File: src/rtl/pwm_capture_if.sv
// PWM capture bus: the sampled PWM input plus the recovered duty and status flags.
interface pwm_capture_if #(
  parameter int DUTY_W = 7
);
  logic              PWM_IN;
  logic [DUTY_W-1:0] DUTY;
  logic              VALID;
  logic              LOCK;
  logic              STUCK;
  logic              PERIOD_ERR;

  modport master (output PWM_IN, input DUTY, VALID, LOCK, STUCK, PERIOD_ERR);
  modport slave  (input PWM_IN, output DUTY, VALID, LOCK, STUCK, PERIOD_ERR);
endinterface

File: src/rtl/pwm_capture.sv
// Times the high phase and period of an incoming PWM stream and recovers its duty value.
// Out-of-tolerance periods are flagged; a missing rising edge forces a stuck indication.
module pwm_capture #(
  parameter int DUTY_W  = 7,
  parameter int PERIOD  = 128,
  parameter int TOL     = 2,
  parameter int TIMEOUT = 256
) (
  input  logic         CLK,
  input  logic         RST_N,
  pwm_capture_if.slave bus
);
  // state    | meaning
  // IDLE     | after reset, waiting for the first rising edge to arm
  // HIGH     | input high, timing the high phase
  // LOW      | input low, high time captured, waiting for the closing rise
  // STUCK_LO | no rising edge for TIMEOUT cycles while low
  // STUCK_HI | input held high for TIMEOUT cycles

  localparam int               CNT_W    = $clog2(TIMEOUT) + 1;
  localparam logic [CNT_W-1:0] CNT_MAX  = CNT_W'(TIMEOUT);
  localparam logic [CNT_W-1:0] PER_LO   = CNT_W'((PERIOD > TOL) ? PERIOD - TOL : 0);
  localparam logic [CNT_W-1:0] PER_HI   = CNT_W'(PERIOD + TOL);
  localparam logic [CNT_W-1:0] DUTY_SAT = CNT_W'((1 << DUTY_W) - 1);

  typedef enum logic [2:0] {IDLE, HIGH, LOW, STUCK_LO, STUCK_HI} state_t;

  state_t            state, state_nxt;
  logic              s1, s2, p;
  logic              rise, fall, cnt_max, per_ok;
  logic [CNT_W-1:0]  cnt, hi, hi_nxt;
  logic [DUTY_W-1:0] duty, duty_nxt, duty_clip;
  logic              valid, valid_nxt;
  logic              lock, lock_nxt;
  logic              stuck, stuck_nxt;
  logic              perr, perr_nxt;

  assign rise      = s2 & ~p;
  assign fall      = ~s2 & p;
  assign cnt_max   = (cnt == CNT_MAX);
  assign per_ok    = (cnt >= PER_LO) && (cnt <= PER_HI);
  assign duty_clip = (hi > DUTY_SAT) ? {DUTY_W{1'b1}} : hi[DUTY_W-1:0];

  // cnt restarts at 1 on each rise, so it reads the high time on the fall
  // cycle and the full period on the following rise cycle.
  always_ff @(posedge CLK or negedge RST_N) begin
    if (!RST_N) begin
      s1  <= 1'b0;
      s2  <= 1'b0;
      p   <= 1'b0;
      cnt <= '0;
    end else begin
      s1 <= bus.PWM_IN;
      s2 <= s1;
      p  <= s2;
      if (rise)
        cnt <= CNT_W'(1);
      else if (!cnt_max)
        cnt <= cnt + CNT_W'(1);
    end
  end

  always_ff @(posedge CLK or negedge RST_N) begin
    if (!RST_N)
      state <= IDLE;
    else
      state <= state_nxt;
  end

  // In HIGH the timeout wins over a fall on the same cycle: a high phase of
  // TIMEOUT cycles is already far beyond any legal period.
  always_comb begin
    state_nxt = state;
    case (state)
      IDLE:     if (rise) state_nxt = HIGH;
      HIGH:     if (cnt_max) state_nxt = STUCK_HI;
                else if (fall) state_nxt = LOW;
      LOW:      if (rise) state_nxt = HIGH;
                else if (cnt_max) state_nxt = STUCK_LO;
      STUCK_LO,
      STUCK_HI: if (rise) state_nxt = HIGH;
      default:  state_nxt = IDLE;
    endcase
  end

  always_comb begin
    hi_nxt    = hi;
    duty_nxt  = duty;
    valid_nxt = 1'b0;
    perr_nxt  = 1'b0;
    lock_nxt  = lock;
    stuck_nxt = stuck;
    case (state)
      HIGH: begin
        if (cnt_max) begin
          duty_nxt  = {DUTY_W{1'b1}};
          valid_nxt = 1'b1;
          stuck_nxt = 1'b1;
          lock_nxt  = 1'b0;
        end else if (fall) begin
          hi_nxt = cnt;
        end
      end
      LOW: begin
        if (rise) begin
          if (per_ok) begin
            duty_nxt  = duty_clip;
            valid_nxt = 1'b1;
            lock_nxt  = 1'b1;
          end else begin
            perr_nxt = 1'b1;
            lock_nxt = 1'b0;
          end
        end else if (cnt_max) begin
          duty_nxt  = '0;
          valid_nxt = 1'b1;
          stuck_nxt = 1'b1;
          lock_nxt  = 1'b0;
        end
      end
      STUCK_LO,
      STUCK_HI: if (rise) stuck_nxt = 1'b0;
      default: ;
    endcase
  end

  always_ff @(posedge CLK or negedge RST_N) begin
    if (!RST_N) begin
      hi    <= '0;
      duty  <= '0;
      valid <= 1'b0;
      perr  <= 1'b0;
      lock  <= 1'b0;
      stuck <= 1'b0;
    end else begin
      hi    <= hi_nxt;
      duty  <= duty_nxt;
      valid <= valid_nxt;
      perr  <= perr_nxt;
      lock  <= lock_nxt;
      stuck <= stuck_nxt;
    end
  end

  assign bus.DUTY       = duty;
  assign bus.VALID      = valid;
  assign bus.LOCK       = lock;
  assign bus.STUCK      = stuck;
  assign bus.PERIOD_ERR = perr;
endmodule

File: src/flat_wrapper.sv
// flat-port wrapper written by rule: the top's interface ports become plain ports
module pwm_capture_flat 
#(
  parameter int DUTY_W  = 7,
  parameter int PERIOD  = 128,
  parameter int TOL     = 2,
  parameter int TIMEOUT = 256
)
  (CLK, RST_N, bus_PWM_IN, bus_DUTY, bus_VALID, bus_LOCK, bus_STUCK, bus_PERIOD_ERR);
  pwm_capture_if #(.DUTY_W(DUTY_W)) bus_i ();
  input  logic CLK;
  input  logic RST_N;
  input wire logic [$bits(bus_i.PWM_IN)-1:0] bus_PWM_IN;
  output wire logic [$bits(bus_i.DUTY)-1:0] bus_DUTY;
  output wire logic [$bits(bus_i.VALID)-1:0] bus_VALID;
  output wire logic [$bits(bus_i.LOCK)-1:0] bus_LOCK;
  output wire logic [$bits(bus_i.STUCK)-1:0] bus_STUCK;
  output wire logic [$bits(bus_i.PERIOD_ERR)-1:0] bus_PERIOD_ERR;
  assign bus_i.PWM_IN = bus_PWM_IN;
  assign bus_DUTY = bus_i.DUTY;
  assign bus_VALID = bus_i.VALID;
  assign bus_LOCK = bus_i.LOCK;
  assign bus_STUCK = bus_i.STUCK;
  assign bus_PERIOD_ERR = bus_i.PERIOD_ERR;
  pwm_capture #(.DUTY_W(DUTY_W), .PERIOD(PERIOD), .TOL(TOL), .TIMEOUT(TIMEOUT)) u_core (.CLK(CLK), .RST_N(RST_N), .bus(bus_i));
endmodule
File: config.mk
export PLATFORM = sky130hd
export DESIGN_NAME = pwm_capture_flat
export DESIGN_NICKNAME = d
export VERILOG_FILES = /design/src/rtl/pwm_capture_if.sv /design/src/rtl/pwm_capture.sv /design/src/flat_wrapper.sv
export SDC_FILE = /design/constraint.sdc
export NUM_CORES = 1
export LEC_CHECK = 0
export CAP_MARGIN = 15
export CORE_ASPECT_RATIO = 1.25
export CORE_MARGIN = 2
export CORE_UTILIZATION = 25
export CTS_BUF_LIST = sky130_fd_sc_hd__clkbuf_16
export DETAILED_ROUTE_END_ITERATION = 8
export PLACE_DENSITY_LB_ADDON = 0.25
export SETUP_SLACK_MARGIN = 0.5
export SYNTH_ARGS = -nofsm -noshare
export SYNTH_HDL_FRONTEND = slang
export SYNTH_SLANG_ARGS = --single-unit
File: constraint.sdc
create_clock -name CLK -period 6.47 [get_ports CLK]
set_input_delay 1.294 -clock CLK [delete_from_list [all_inputs] [get_ports CLK]]
set_output_delay 1.294 -clock CLK [all_outputs]
set_load 0.005 [all_outputs]
==> results of run 1 <==
-- final cells by class --
type                    count  area (sq um)
inverters                   4          15.0
multi-input cells         109           781
clock inverters             3          11.3
flip-flops and latches     35           876
repair buffers             15           145
fillers                   677          4500
clock buffers               5           125
well taps                  87           109
-- logic make-up (layout without fill, tap and decap cells) --
kind of cell    Yosys count  count (layout)  share of synthesized area, %
buf+inv                  10              27                          2.29
flops                    35              35                          51.7
mux                      17              17                          11.2
simple gates             56              56                          18.7
fa+ha+maj                 3               3                          2.21
compound gates           26              26                          10.3
xor+xnor                  7               7                          3.62
-- sequential cells by signal (all words and copies together), names as in the netlist --
name,flops
u_core.bus.LOCK,1
u_core.state,3
u_core.p,1
u_core.bus.STUCK,1
u_core.s1,1
u_core.s2,1
u_core.bus.VALID,1
u_core.hi,9
u_core.bus.DUTY,7
u_core.bus.PERIOD_ERR,1
u_core.cnt,9
-- routing by layer --
metal / up-vias / part of all wire [%]
met2: 21 / 50
met1: 580 / 45
met5: - / 0
met3: 4 / 3.2
met4: 0 / 1.8
li1: 586 / -
-- stage by stage --
| stage | instance area, sq um | util (%) | hold slack, ns |
|---|---|---|---|
| after floorplan | 1700 | - | 0.331 |
| after global placement | 1920 | 29.2 | 0.334 |
| after detailed placement | 1920 | 29.2 | 0.338 |
| after CTS | 2050 | 31.3 | 0.350 |
| after global routing | 2060 | 31.4 | 0.353 |
| final | 2060 | 31.4 | 0.348 |
-- final timing paths --
path	start	to	cells past startpoint	slack, ns
min in group asynchronous	RST_N	u_core.s1$_DFF_PN0_	2	1.42
max	u_core.cnt[0]$_DFFE_PN0P_	u_core.hi[8]$_DFFE_PN0P_	6	3.48
max in group asynchronous	RST_N	u_core.hi[0]$_DFFE_PN0P_	2	4.71
max reg2reg	u_core.cnt[0]$_DFFE_PN0P_	u_core.hi[8]$_DFFE_PN0P_	6	3.48
min reg2reg	u_core.s1$_DFF_PN0_	u_core.s2$_DFF_PN0_	0	0.35
min	u_core.s1$_DFF_PN0_	u_core.s2$_DFF_PN0_	0	0.35
-- critical path, cell delays in order, from the launching register on --
cell     delay (ns)
dfrtp_1        0.47
inv_1          0.12
ha_1           0.14
nor4b_1        0.85
nand2_1        0.50
nand4_2        0.42
mux2_2         0.37
-- cells in the mapped netlist, types with 3 or more instances --
library cell / instances / area [sq um]
nor2b_1: 3 / 18.8
nand2_1: 15 / 56.3
dfrtp_1: 35 / 876
nand2b_1: 3 / 18.8
mux2_2: 16 / 180
nand4_1: 3 / 18.8
xor2_1: 6 / 52.6
nor2_1: 9 / 33.8
nand3_1: 6 / 30.0
a21oi_1: 6 / 30.0
o21ai_0: 10 / 50.1
inv_1: 4 / 15.0
ha_1: 3 / 37.5
clkbuf_1: 5 / 18.8
-- report_power, final --
part / total, W / internal, W / switching [W]
clock network: 0.000221 / 0.000138 / 0.0000830
logic: 0.000167 / 0.000105 / 0.0000624
registers: 0.000321 / 0.000270 / 0.0000516
total: 0.000710 / 0.000513 / 0.000197
==> flow_summary.yaml, run 1 <==
grt:
  gr-usage-met1_pct: 12.4
  grt_overflow_total: 0
  use_met3_pct: 2.91
  grt.busiest_layer: "met2"
  antenna_found_initial: 0
  grtUsageMet2_pct: 18.1
  grt_max_degree: 36
  grt_first_pass_wirelength_mm: 6.21
  grt_pass1_vias: 1287
  grt.total_usage_pct: 10.8
cts:
  numCtsBuffers: 5
  clkSinkCount: 35
  clockBufferDepth: 2
  post_cts.repair.setup_buffers: 0
  ctsHoldBuffers: 0
  cts_tree: "yes"
  post_cts_resized: 0
  clock_insertion_delay_worst_skew_ns: 0.27
  cts_root_buffer: "clkbuf_16"
  clkTransAtPathRegs_ns: 0.05
  htree_levels: 2
place:
  detailed_place_hpwl_mm: 2.33
  gp_congestion: 0.723
  io_buffers: 13
  dp_cells: 249
  dp_slack_ns: 3.52
floorplanning:
  fp.dieH_microns: 96.1
  dieArea_sq_um: 7460
  io_pins: 14
  die_x_microns: 77.7
  rows: 33
  start_util_pct: 25.8
  core_sq_um: 6570
timing:
  setup_viol: 0
  fin_skew_ns: 0.00460
  post-route-period-util_pct: 46.3
  max_freq_mhz: 334
  tightest_slew_ns: 1.15
  slew_violations: 0
  rsz0062_at_grt: "false"
  fin_crit_ns: 2.99
  setup_ws_ns: 3.48
  hold_viol_final: 0
  relSlewSlack_pct: 22.0
  setup_tns_ns: 0
drt:
  drcViolationCount: 0
  firstDrtPassIters: 4
  ant_nets: 0
  drt-initial-drc-count: 42
  routed-via-count: 1191
  finalWirelength_mm: 3.49
  viasPerCell: 4.62
  routedWlPerCell_microns: 13.5
flow_run:
  maxCapViolations: 0
critical_path:
  cp_data_arrival_time_ns: 3.15
  cp_max_fo: 9
  start_kind: "flip-flop"
  crit_required_ns: 6.63
  worstSetupPathType: "flip-flop to flip-flop"
  critPathCaptureType: "flip-flop"
synth:
  syn_inst: 154
  synth_nets: 160
  ys_seq_elements: 35
  synth_edf_count: 0
  ys_types: 40
  avgSynthCellArea_sq_um: 11.0
  ys_seq_area_share_pct: 51.7
  syn_area_sq_um: 1700
  yosys_most_used_dff: "dfrtp_1"
  ys_warn_count: 0
  async_flop_share_pct: 100
cells_and_area:
  drive_gt1_share_pct: 17.5
  instances_no_fill: 258
  syn_to_final_growth_pct: 21.6
  final_common_cell: "dfrtp_1"
  num-nets-final: 176
  most-common-layout-cells: "35 x dfrtp_1, 16 x mux2_2, 15 x nand2_1"
  antennaDiodeCount: 0
pwr:
  p_leak_nw: 0.847
  ir_drop_mv: 0.101
  powerDensity_nw_per_um2: 344
  totalPowerFinal_w: 0.000710
worst_hold_path:
  min_path_type: "flip-flop to flip-flop"
status:
  status: "completed"
No activity file was read; power rests on OpenSTA's default activity.
==> run 2: changes to the inputs <==
- clock period: 6.47 -> 2.8 ns (I/O delays scaled with it)
==> run 2 against run 1 <==
Compared with the run above:
- register-to-register slack got worse by 2.9 ns
- die area did not move
- count of clock-buffer cells in the layout did not move
- sequential share of layout area fell by 2.7 points
- clock power rose to 3.3 times the previous value
- critical endpoint is now u_core.bus.DUTY[3]$_DFFE_PN0P_
- sequential power rose by 130%
- power rose to 2.7 times the previous value
==> flow_summary.yaml, run 2 (synthesized netlist as in run 1, its figures left out) <==
cts:
  clockBufferDepth: 2
  ctsHoldBuffers: 0
  numCtsBuffers: 5
  cts_root_buffer: "clkbuf_16"
  clock_insertion_delay_worst_skew_ns: 0.28
  clkTransAtPathRegs_ns: 0.06
  clkSinkCount: 35
  cts_tree: "yes"
  htree_levels: 2
critical_path:
  cp_data_arrival_time_ns: 2.42
  cp-endpoint: "u_core.bus.DUTY[3]$_DFFE_PN0P_"
  critPathCaptureType: "flip-flop"
  reg2reg_depth: 5
  cp_cell_sequence: "or4_4 > or4_4 > a211oi_4 > buf_12 > mux2_2"
  cp_num_buf_inv: 1
  worstSetupPathType: "flip-flop to flip-flop"
  cp_slowest_cell: "or4_4"
  cpPeakStageDelay_ns: 0.52
  rrSetupSlack_ns: 0.55
  crit_required_ns: 2.97
  start_kind: "flip-flop"
  cp_common_cell: "or4_4"
  crit_family: "simple AND/OR/NAND/NOR gates"
  reg2reg_to: "u_core.bus.DUTY[3]$_DFFE_PN0P_"
  cp_max_fo: 7
  crit_start: "u_core.cnt[5]$_DFFE_PN0P_"
  r2r-start: "u_core.cnt[5]$_DFFE_PN0P_"
  cp_num_cells: 5
drt:
  viasPerCell: 4.61
  drcViolationCount: 0
  firstDrtPassIters: 4
  routed-via-count: 1230
  drt-initial-drc-count: 41
  routedWlPerCell_microns: 13.4
  finalWirelength_mm: 3.57
  ant_nets: 0
place:
  gp_congestion: 0.736
  dp_cells: 255
  detailed_place_hpwl_mm: 2.37
  io_buffers: 13
  place_area_sq_um: 1970
cells_and_area:
  final_common_cell: "dfrtp_1"
  num-fill-cells: 665
  num-nets-final: 185
  syn_to_final_growth_pct: 30.2
  most-common-layout-cells: "33 x dfrtp_1, 16 x mux2_2, 15 x nand2_1"
  instances_no_fill: 267
  fin_util_pct: 33.6
  antennaDiodeCount: 0
  drive_gt1_share_pct: 25.0
  fin_area_sq_um: 2210
pwr:
  power.internal_w: 0.00141
  switching_share_pct: 25.5
  powerDensity_nw_per_um2: 854
  pwr-share-seq_pct: 38.7
  combPwrFrac_pct: 22.9
  p_leak_nw: 0.916
  switching_power_w: 0.000480
  p_clk_share_pct: 38.4
  ir_drop_mv: 0.309
worst_hold_path:
  min_path_type: "flip-flop to flip-flop"
grt:
  grt_pass1_vias: 1272
  grt.total_usage_pct: 11.1
  grt_max_degree: 36
  antenna_found_initial: 0
  grt_overflow_total: 0
  grt_first_pass_wirelength_mm: 6.27
timing:
  rsz0062_at_grt: "true"
  fin_crit_ns: 2.25
  relSlewSlack_pct: 70.2
  setup_viol: 0
  max_freq_mhz: 445
  post-route-period-util_pct: 80.3
  hold_viol_final: 0
  setup_tns_ns: 0
  slew_violations: 0
  tightest_slew_ns: 0.447
  fin_skew_ns: 0.00595
flow_run:
  maxCapViolations: 0
floorplanning:
  io_pins: 14
  start_util_pct: 25.8
  rows: 33
  dieArea_sq_um: 7460
  core_sq_um: 6570
  fp.dieH_microns: 96.1
  die_x_microns: 77.7
status:
  status: "completed"
## run 2: cell count changes in the layout (fill, tap and decap cells not counted)
cell,previous run,this run
nor4b_1,2,1
buf_4,2,10
bufinv_16,0,2
inv_1,5,4
dfrtp_2,0,2
dfrtp_1,35,33
buf_12,0,1
clkinv_1,2,0
clkinvlp_4,0,1
nor4b_2,0,1
## run 2: area by class of cell
type,count,area [sq um],share of cell area (%)
flip-flops and latches,35,878,39.8
multi-input cells,109,787,35.7
repair buffers,24,225,10.2
clock buffers,5,125,5.67
well taps,87,109,4.93
clock inverters,3,67.6,3.06
inverters,4,15.0,0.680
## run 2: routing by layer
layer / share of wire, % / routed length [microns] / vias to the layer above / track usage (%)
li1: - / - / 595 / -
met1: 45 / 1600 / 617 / 12.1
met2: 51 / 1820 / 13 / 19.5
met3: 1.8 / 66 / 5 / 2.81
met4: 2.4 / 87 / 0 / 6.70
met5: 0 / 0 / - / 0
## run 2: timing repair
item,in CTS,in global routing
resized for setup,2,0
endpoints found under the setup margin,7,7
setup buffers,4,0
pin swaps,2,1
## run 2: worst min-delay path by stage
stage | start | end | cells past startpoint
5_1_grt | u_core.s1$_DFF_PN0_ | u_core.s2$_DFF_PN0_ | 0
4_1_cts | u_core.s1$_DFF_PN0_ | u_core.s2$_DFF_PN0_ | 0
3_3_place_gp | u_core.s1$_DFF_PN0_ | u_core.s2$_DFF_PN0_ | 0
2_1_floorplan | RST_N | u_core.bus.DUTY[0]$_DFFE_PN0P_ | 0
6_report | u_core.s1$_DFF_PN0_ | u_core.s2$_DFF_PN0_ | 0
3_5_place_dp | u_core.s1$_DFF_PN0_ | u_core.s2$_DFF_PN0_ | 0
## run 2: power by group through the flow
stage,clock [W],combinational (W),sequential [W]
after floorplan,0,0.000241,0.000709
after global placement,0,0.000413,0.000741
after detailed placement,0,0.000413,0.000746
after CTS,0.000740,0.000439,0.000731
after global routing,0.000764,0.000484,0.000750
final,0.000725,0.000431,0.000729
## run 2: stage by stage
| step | total power (W) | hold slack (ns) | setup slack (ns) |
|---|---|---|---|
| 3_5_place_dp | 0.00116 | 0.339 | 0.351 |
| 2_1_floorplan | 0.000951 | 0.264 | 0.482 |
| 5_1_grt | 0.00200 | 0.353 | 0.491 |
| 6_report | 0.00189 | 0.349 | 0.552 |
| 4_1_cts | 0.00191 | 0.351 | 0.517 |
| 3_3_place_gp | 0.00115 | 0.337 | 0.368 |
## run 2: worst register-to-register path, stage by stage, from the launching register on
cell and delay, ns:
dfrtp_1 0.40, or4_4 0.52, or4_4 0.50, a211oi_4 0.25, buf_12 0.15, mux2_2 0.32
